**config.mk**
```make
export PLATFORM = sky130hd
export DESIGN_NAME = ws2812_frame_sched_flat
export DESIGN_NICKNAME = d
export VERILOG_FILES = /design/src/rtl/ws2812_frame_sched_if.sv /design/src/rtl/ws2812_frame_sched.sv /design/src/flat_wrapper.sv
export SDC_FILE = /design/constraint.sdc
export NUM_CORES = 1
export LEC_CHECK = 0
export BUFFER_PORTS_ARGS = -buffer_cell sky130_fd_sc_hd__buf_2
export CAP_MARGIN = 5
export CELL_PAD_IN_SITES_DETAIL_PLACEMENT = 1
export CELL_PAD_IN_SITES_GLOBAL_PLACEMENT = 2
export CORE_MARGIN = 2
export CORE_UTILIZATION = 33
export CTS_CLUSTER_DIAMETER = 60
export DETAILED_ROUTE_END_ITERATION = 16
export HOLD_SLACK_MARGIN = 0.15
export PLACE_DENSITY = 0.8
export SLEW_MARGIN = 30
export SYNTH_ARGS = -nofsm -noshare
export SYNTH_HDL_FRONTEND = slang
export SYNTH_SLANG_ARGS = --single-unit
export TNS_END_PERCENT = 10
```
**constraint.sdc**
```tcl
create_clock -name clk -period 1.99 [get_ports clk]
set_input_delay 0.398 -clock clk [delete_from_list [all_inputs] [get_ports clk]]
set_output_delay 0.398 -clock clk [all_outputs]
set_load 0.1 [all_outputs]
```
**src/rtl/ws2812_frame_sched_if.sv**
```systemverilog
// ============================================================================
// Module      : ws2812_frame_sched_if
// Description : Byte-in / bit-out handshake bundle for the WS2812 frame
//               sequencer (SPI byte side and bit-encoder side).
// Revision    : 1.0 - initial release
// ============================================================================
`default_nettype none

interface ws2812_frame_sched_if;
  logic [7:0] byte_data;
  logic       byte_valid;
  logic       byte_ready;
  logic       enc_bit;
  logic       enc_valid;
  logic       enc_ready;
  logic       enc_idle;

  modport master (
    input  byte_data, byte_valid, enc_ready, enc_idle,
    output byte_ready, enc_bit, enc_valid
  );

  modport slave (
    output byte_data, byte_valid, enc_ready, enc_idle,
    input  byte_ready, enc_bit, enc_valid
  );
endinterface

`default_nettype wire

```
**src/rtl/ws2812_frame_sched.sv**
```systemverilog
// ============================================================================
// Module      : ws2812_frame_sched
// Description : WS2812 frame sequencer: pulls 3*NUM_LEDS bytes, shifts them
//               MSB-first to the bit encoder, then holds the latch period.
//               Optional stall watchdog enabled by defining WS_UNDERRUN_EN.
// Revision    : 1.0 - initial release
// ============================================================================
`default_nettype none

module ws2812_frame_sched #(
  parameter int NUM_LEDS     = 8,
  parameter int LATCH_CYCLES = 2800,
  parameter int STALL_CYCLES = 1000
) (
  input  wire logic             clk,
  input  wire logic             rst_n,
  input  wire logic             i_start,
  ws2812_frame_sched_if.master  bus,
  output logic                  o_busy,
  output logic                  o_done,
  output logic                  o_underrun
);

  localparam int IDX_W   = $clog2(3 * NUM_LEDS);
  localparam int LATCH_W = $clog2(LATCH_CYCLES);

  localparam logic [IDX_W-1:0]   c_IDX_LAST   = IDX_W'(3 * NUM_LEDS - 1);
  localparam logic [IDX_W-1:0]   c_IDX_ONE    = IDX_W'(1);
  localparam logic [LATCH_W-1:0] c_LATCH_LOAD = LATCH_W'(LATCH_CYCLES - 1);
  localparam logic [LATCH_W-1:0] c_LATCH_ONE  = LATCH_W'(1);

  typedef enum logic [1:0] {
    S_IDLE  = 2'd0,
    S_LOAD  = 2'd1,
    S_SHIFT = 2'd2,
    S_LATCH = 2'd3
  } state_t;

  state_t             r_state;
  logic [IDX_W-1:0]   r_byte_idx;
  logic [2:0]         r_bit_cnt;
  logic [7:0]         r_shreg;
  logic [LATCH_W-1:0] r_latch_cnt;
  logic               r_done;

`ifdef WS_UNDERRUN_EN
  localparam int STALL_W = $clog2(STALL_CYCLES + 1);
  localparam logic [STALL_W-1:0] c_STALL_LAST = STALL_W'(STALL_CYCLES - 1);
  localparam logic [STALL_W-1:0] c_STALL_ONE  = STALL_W'(1);

  logic [STALL_W-1:0] r_stall_cnt;
  logic               r_underrun;
`else
  // Watchdog compiled out; keep its parameter referenced.
  logic w_unused_stall_cfg;
  assign w_unused_stall_cfg = (STALL_CYCLES != 0);
`endif

  always_ff @(posedge clk) begin
    if (!rst_n) begin
      r_state     <= S_IDLE;
      r_byte_idx  <= '0;
      r_bit_cnt   <= '0;
      r_shreg     <= '0;
      r_latch_cnt <= '0;
      r_done      <= 1'b0;
`ifdef WS_UNDERRUN_EN
      r_stall_cnt <= '0;
      r_underrun  <= 1'b0;
`endif
    end else begin
      r_done <= 1'b0;
      case (r_state)
        S_IDLE: begin
          if (i_start) begin
            r_state    <= S_LOAD;
            r_byte_idx <= '0;
`ifdef WS_UNDERRUN_EN
            r_stall_cnt <= '0;
            r_underrun  <= 1'b0;
`endif
          end
        end

        S_LOAD: begin
          if (bus.byte_valid) begin
            r_shreg   <= bus.byte_data;
            r_bit_cnt <= 3'd7;
            r_state   <= S_SHIFT;
`ifdef WS_UNDERRUN_EN
            r_stall_cnt <= '0;
`endif
          end
`ifdef WS_UNDERRUN_EN
          // The first byte of a frame may take arbitrarily long to arrive.
          else if (r_byte_idx != '0) begin
            if (r_stall_cnt == c_STALL_LAST) begin
              r_underrun  <= 1'b1;
              r_state     <= S_LATCH;
              r_latch_cnt <= c_LATCH_LOAD;
            end else begin
              r_stall_cnt <= r_stall_cnt + c_STALL_ONE;
            end
          end
`endif
        end

        S_SHIFT: begin
          if (bus.enc_ready) begin
            r_shreg   <= {r_shreg[6:0], 1'b0};
            r_bit_cnt <= r_bit_cnt - 3'd1;
            if (r_bit_cnt == 3'd0) begin
              if (r_byte_idx == c_IDX_LAST) begin
                r_state     <= S_LATCH;
                r_latch_cnt <= c_LATCH_LOAD;
              end else begin
                r_byte_idx <= r_byte_idx + c_IDX_ONE;
                r_state    <= S_LOAD;
              end
            end
          end
        end

        S_LATCH: begin
          // The latch period only counts once the encoder has drained.
          if (!bus.enc_idle) begin
            r_latch_cnt <= c_LATCH_LOAD;
          end else if (r_latch_cnt == '0) begin
            r_state <= S_IDLE;
            r_done  <= 1'b1;
          end else begin
            r_latch_cnt <= r_latch_cnt - c_LATCH_ONE;
          end
        end

        default: r_state <= S_IDLE;
      endcase
    end
  end

  assign bus.byte_ready = (r_state == S_LOAD);
  assign bus.enc_valid  = (r_state == S_SHIFT);
  assign bus.enc_bit    = r_shreg[7];
  assign o_busy         = (r_state != S_IDLE);
  assign o_done         = r_done;
`ifdef WS_UNDERRUN_EN
  assign o_underrun     = r_underrun;
`else
  assign o_underrun     = 1'b0;
`endif

endmodule

`default_nettype wire

```
**src/flat_wrapper.sv**
```systemverilog
// flat-port wrapper written by rule: the top's interface ports become plain ports
module ws2812_frame_sched_flat 
#(
  parameter int NUM_LEDS     = 8,
  parameter int LATCH_CYCLES = 2800,
  parameter int STALL_CYCLES = 1000
)
  (clk, rst_n, i_start, o_busy, o_done, o_underrun, bus_byte_data, bus_byte_valid, bus_enc_ready, bus_enc_idle, bus_byte_ready, bus_enc_bit, bus_enc_valid);
  ws2812_frame_sched_if bus_i ();
  input  wire logic clk;
  input  wire logic rst_n;
  input  wire logic i_start;
  output logic o_busy;
  output logic o_done;
  output logic o_underrun;
  input wire logic [$bits(bus_i.byte_data)-1:0] bus_byte_data;
  input wire logic [$bits(bus_i.byte_valid)-1:0] bus_byte_valid;
  input wire logic [$bits(bus_i.enc_ready)-1:0] bus_enc_ready;
  input wire logic [$bits(bus_i.enc_idle)-1:0] bus_enc_idle;
  output wire logic [$bits(bus_i.byte_ready)-1:0] bus_byte_ready;
  output wire logic [$bits(bus_i.enc_bit)-1:0] bus_enc_bit;
  output wire logic [$bits(bus_i.enc_valid)-1:0] bus_enc_valid;
  assign bus_i.byte_data = bus_byte_data;
  assign bus_i.byte_valid = bus_byte_valid;
  assign bus_i.enc_ready = bus_enc_ready;
  assign bus_i.enc_idle = bus_enc_idle;
  assign bus_byte_ready = bus_i.byte_ready;
  assign bus_enc_bit = bus_i.enc_bit;
  assign bus_enc_valid = bus_i.enc_valid;
  ws2812_frame_sched #(.NUM_LEDS(NUM_LEDS), .LATCH_CYCLES(LATCH_CYCLES), .STALL_CYCLES(STALL_CYCLES)) u_core (.clk(clk), .rst_n(rst_n), .i_start(i_start), .bus(bus_i), .o_busy(o_busy), .o_done(o_done), .o_underrun(o_underrun));
endmodule
```
==> qor.log <==
[place] number of I/O port buffers 18
[sta] Final Setup Violations 0
[cells_and_area] P&R area growth vs syn 19.4%
[grt] total global routing track utilization 16.7%
[sta] Slew Limit Fails 0
[yosys] flop and latch count out of synthesis 31
[worst_setup_path] Worst path slowest cell sky130_fd_sc_hd__dfxtp_1
[worst_setup_path] largest driver fanout on the critical path 10
[route] routed length per instance 15.0 um
[clocking] H-tree depth reported by CTS 2
[power_and_ir_drop] Max rail drop VDD 451 uV
[clocking] post-cts gate resize count 0
[power_and_ir_drop] Final Power 1.66 mW
[clocking] TritonCTS clock tree done
[floorplan] row count 25
[sta] slew at the pin closest to its max-slew limit 0.513 ns
[cells_and_area] number of nets in the final layout 236
[sta] unrepaired setup endpoints after global routing no
[power_and_ir_drop] Leak Pwr 0.759 nW
[worst_setup_path] Req. time, crit path 1.59 ns
[sta] worst max-slew margin expressed relative to the limit 65.5%
[floorplan] core area 4690 um^2
[route] wirelength, routed 4080 um
[worst_setup_path] worst endpoint data arrival time 1.51 ns
[sta] setup TNS 0 ns
[cells_and_area] final antenna diode count 0
[clocking] post-CTS setup buffer count 0
[clocking] Sink Count 31
[yosys] register area share after synthesis 39.1%
[clocking] number of buffers inserted during clock tree synthesis 5
[cells_and_area] most common cell after layout, fill and taps aside sky130_fd_sc_hd__dfxtp_1
[sta] maximum clock frequency 0.525 GHz
[sta] Period Utilization, post-route 95.8%
[worst_setup_path] ordered list of cells on the worst path buf_4 -> or2_2 -> buf_2
[worst_setup_path] Setup Crit Path Kind reg2out
[floorplan] boundary pin count 20
[floorplan] Die Area 5380 um^2
[route] DRT antenna net count 0
[cells_and_area] number of fillers in the final layout 585
[worst_setup_path] Critical path buffers and inverters 2
[floorplan] height of the die 73.4 um
[floorplan] Initial Util 33.8%
[worst_setup_path] maximum single-stage delay on the critical path 0.46 ns
[job] # Max-Cap Violations 0
[yosys] number of enable flip-flop cells after synthesis 0
[grt] antenna violations before repair 0
[grt] pin count of the biggest net entering global routing 20
[sta] count of endpoints failing hold in the final timing report 0
[route] routed via count divided by cell count 5.23
[route] number of remaining DRC errors 0
[yosys] syn nets 213
[floorplan] horizontal die dimension 73.4 um
[yosys] Avg Cell Area, Syn 8.18 um^2
[clocking] clock network latency to the later pin of the worst-skew pair 0.28 ns
[clocking] Clock Pin Slew Worst Setup and Hold Paths 0.07 ns
[place] last weighted congestion value of the routability-driven placer 0.865
[yosys] YS warnings 0
[route] count of TritonRoute iterations in the first routing pass 4
[yosys] Post-Synthesis Cell Area 1590 um^2
[worst_setup_path] CP Capture Type primary output
[sta] crit path time final 1.91 ns
[cells_and_area] fraction of final layout cells sized beyond drive strength 1 20.2%
[cells_and_area] commonest non-fill, non-tap cells in the layout 31 x sky130_fd_sc_hd__dfxtp_1, 24 x sky130_fd_sc_hd__nor2_1, 22 x sky130_fd_sc_hd__nand2_1
[sta] Final Skew 0.00652 ns
[yosys] Async S/R FF share, synth 0%
[grt] number of global-route vias before repair 1516
[yosys] Distinct cells, synth 40
[clocking] hold_buf cts 0
[grt] wire length of the first global-routing pass 7000 um
[grt] aggregate global routing overflow 0
[worst_setup_path] category of the worst setup path launch point flip-flop
[route] initial detailed-routing violation count 70
[power_and_ir_drop] power density over cell area 875 nW/um^2
[clocking] Clock Tree Root sky130_fd_sc_hd__clkbuf_8
[yosys] instance count of the mapped netlist 194
[worst_setup_path] worst reg2reg setup slack 0.22 ns
[status] result of the run finished clean
[clocking] Max clock buf depth 2
[worst_setup_path] kind of cell adding the most delay to the critical path buffers and inverters
[worst_hold_path] type of the tightest min-delay check in2reg
[yosys] most used flip-flop cell after synthesis sky130_fd_sc_hd__dfxtp_1
[place] Detailed Place HPWL 3050 um
[route] Via Count 1423
[final cells by class]
class	count	area, um^2	area share, %
clock buffers	6	82.6	4.36
clock inverters	2	35.0	1.85
inverters	9	33.8	1.78
multi-input cells	143	871	45.9
flip-flops and latches	31	621	32.7
well taps	54	67.6	3.56
repair buffers	27	185	9.77
[kinds of logic after synthesis]
| group | share of synthesized area [%] |
|---|---|
| AND/OR/NAND/NOR | 28.5 |
| AO/OA/AOI/OAI | 15.9 |
| flip-flops | 39.1 |
| buffers and inverters | 6.23 |
| XOR/XNOR | 6.07 |
| adder cells (fa/ha/maj) | 3.94 |
| other | 0.236 |
[tightest hold or removal path, cell delays in order]
cell                       delay [ns]
sky130_fd_sc_hd__buf_2           0.10
sky130_fd_sc_hd__nand2_1         0.05
sky130_fd_sc_hd__a311oi_1        0.07
[state kept, by name (all words and copies together), names as in the netlist]
register / flops
u_core.r_byte_idx: 5
u_core.r_bit_cnt: 3
u_core.r_latch_cnt: 12
u_core.r_shreg: 8
u_core.o_done: 1
u_core.r_state: 2
[power by group]
group / switching (mW) / internal (mW)
Sequential: 0.0314 / 0.657
Clock: 0.232 / 0.405
Combinational: 0.221 / 0.112
[worst paths after layout]
check	end	depth (start not counted)	from
worst min register to register	u_core.r_shreg[5]	2	u_core.r_shreg[4]
worst min-delay path	u_core.r_shreg[5]	3	bus_byte_data[5]
worst max-delay path	o_busy	3	u_core.r_state[1]
worst max register to register	u_core.r_latch_cnt[7]	8	u_core.r_bit_cnt[0]
[cells in the mapped netlist (all sizes together) (2+ instances only)]
master	n	area [um^2]
nor2b	4	25.0
and3	2	12.5
nor2	24	90.1
dfxtp	31	621
a21oi	10	50.1
and2	3	21.3
a311oi	11	96.3
nor4	2	27.5
nor3	7	40.0
o21ai	10	61.3
buf	8	53.8
inv	9	33.8
nand3	12	60.1
nand4	5	31.3
ha	5	62.6
nand2b	3	18.8
clkbuf	3	11.3
xnor2	3	26.3
nand2	23	88.8
xor2	8	70.1
[per-layer routing]
layer	vias to the layer above	GRT usage [%]	wire length (um)
met2	17	29.2	2040
met3	2	4.53	121
met1	677	20.3	1890
met4	0	4.04	23
li1	727	-	-
met5	-	0	0
[per-stage QoR]
stage / area [um^2] / cells / hold slack (ns) / setup WS, ns / util, %
2_1_floorplan: 1590 / 194 / 0.448 / 0.273 / -
3_3_place_gp: 1780 / 264 / 0.460 / 0.304 / 37.9
3_5_place_dp: 1780 / 264 / 0.476 / 0.219 / 37.9
4_1_cts: 1900 / 272 / 0.381 / 0.0678 / 40.4
5_1_grt: 1900 / 272 / 0.391 / 0.0107 / 40.4
6_report: 1900 / 272 / 0.384 / 0.0835 / 40.4
Note: power is estimated with default switching activity, not from simulation.
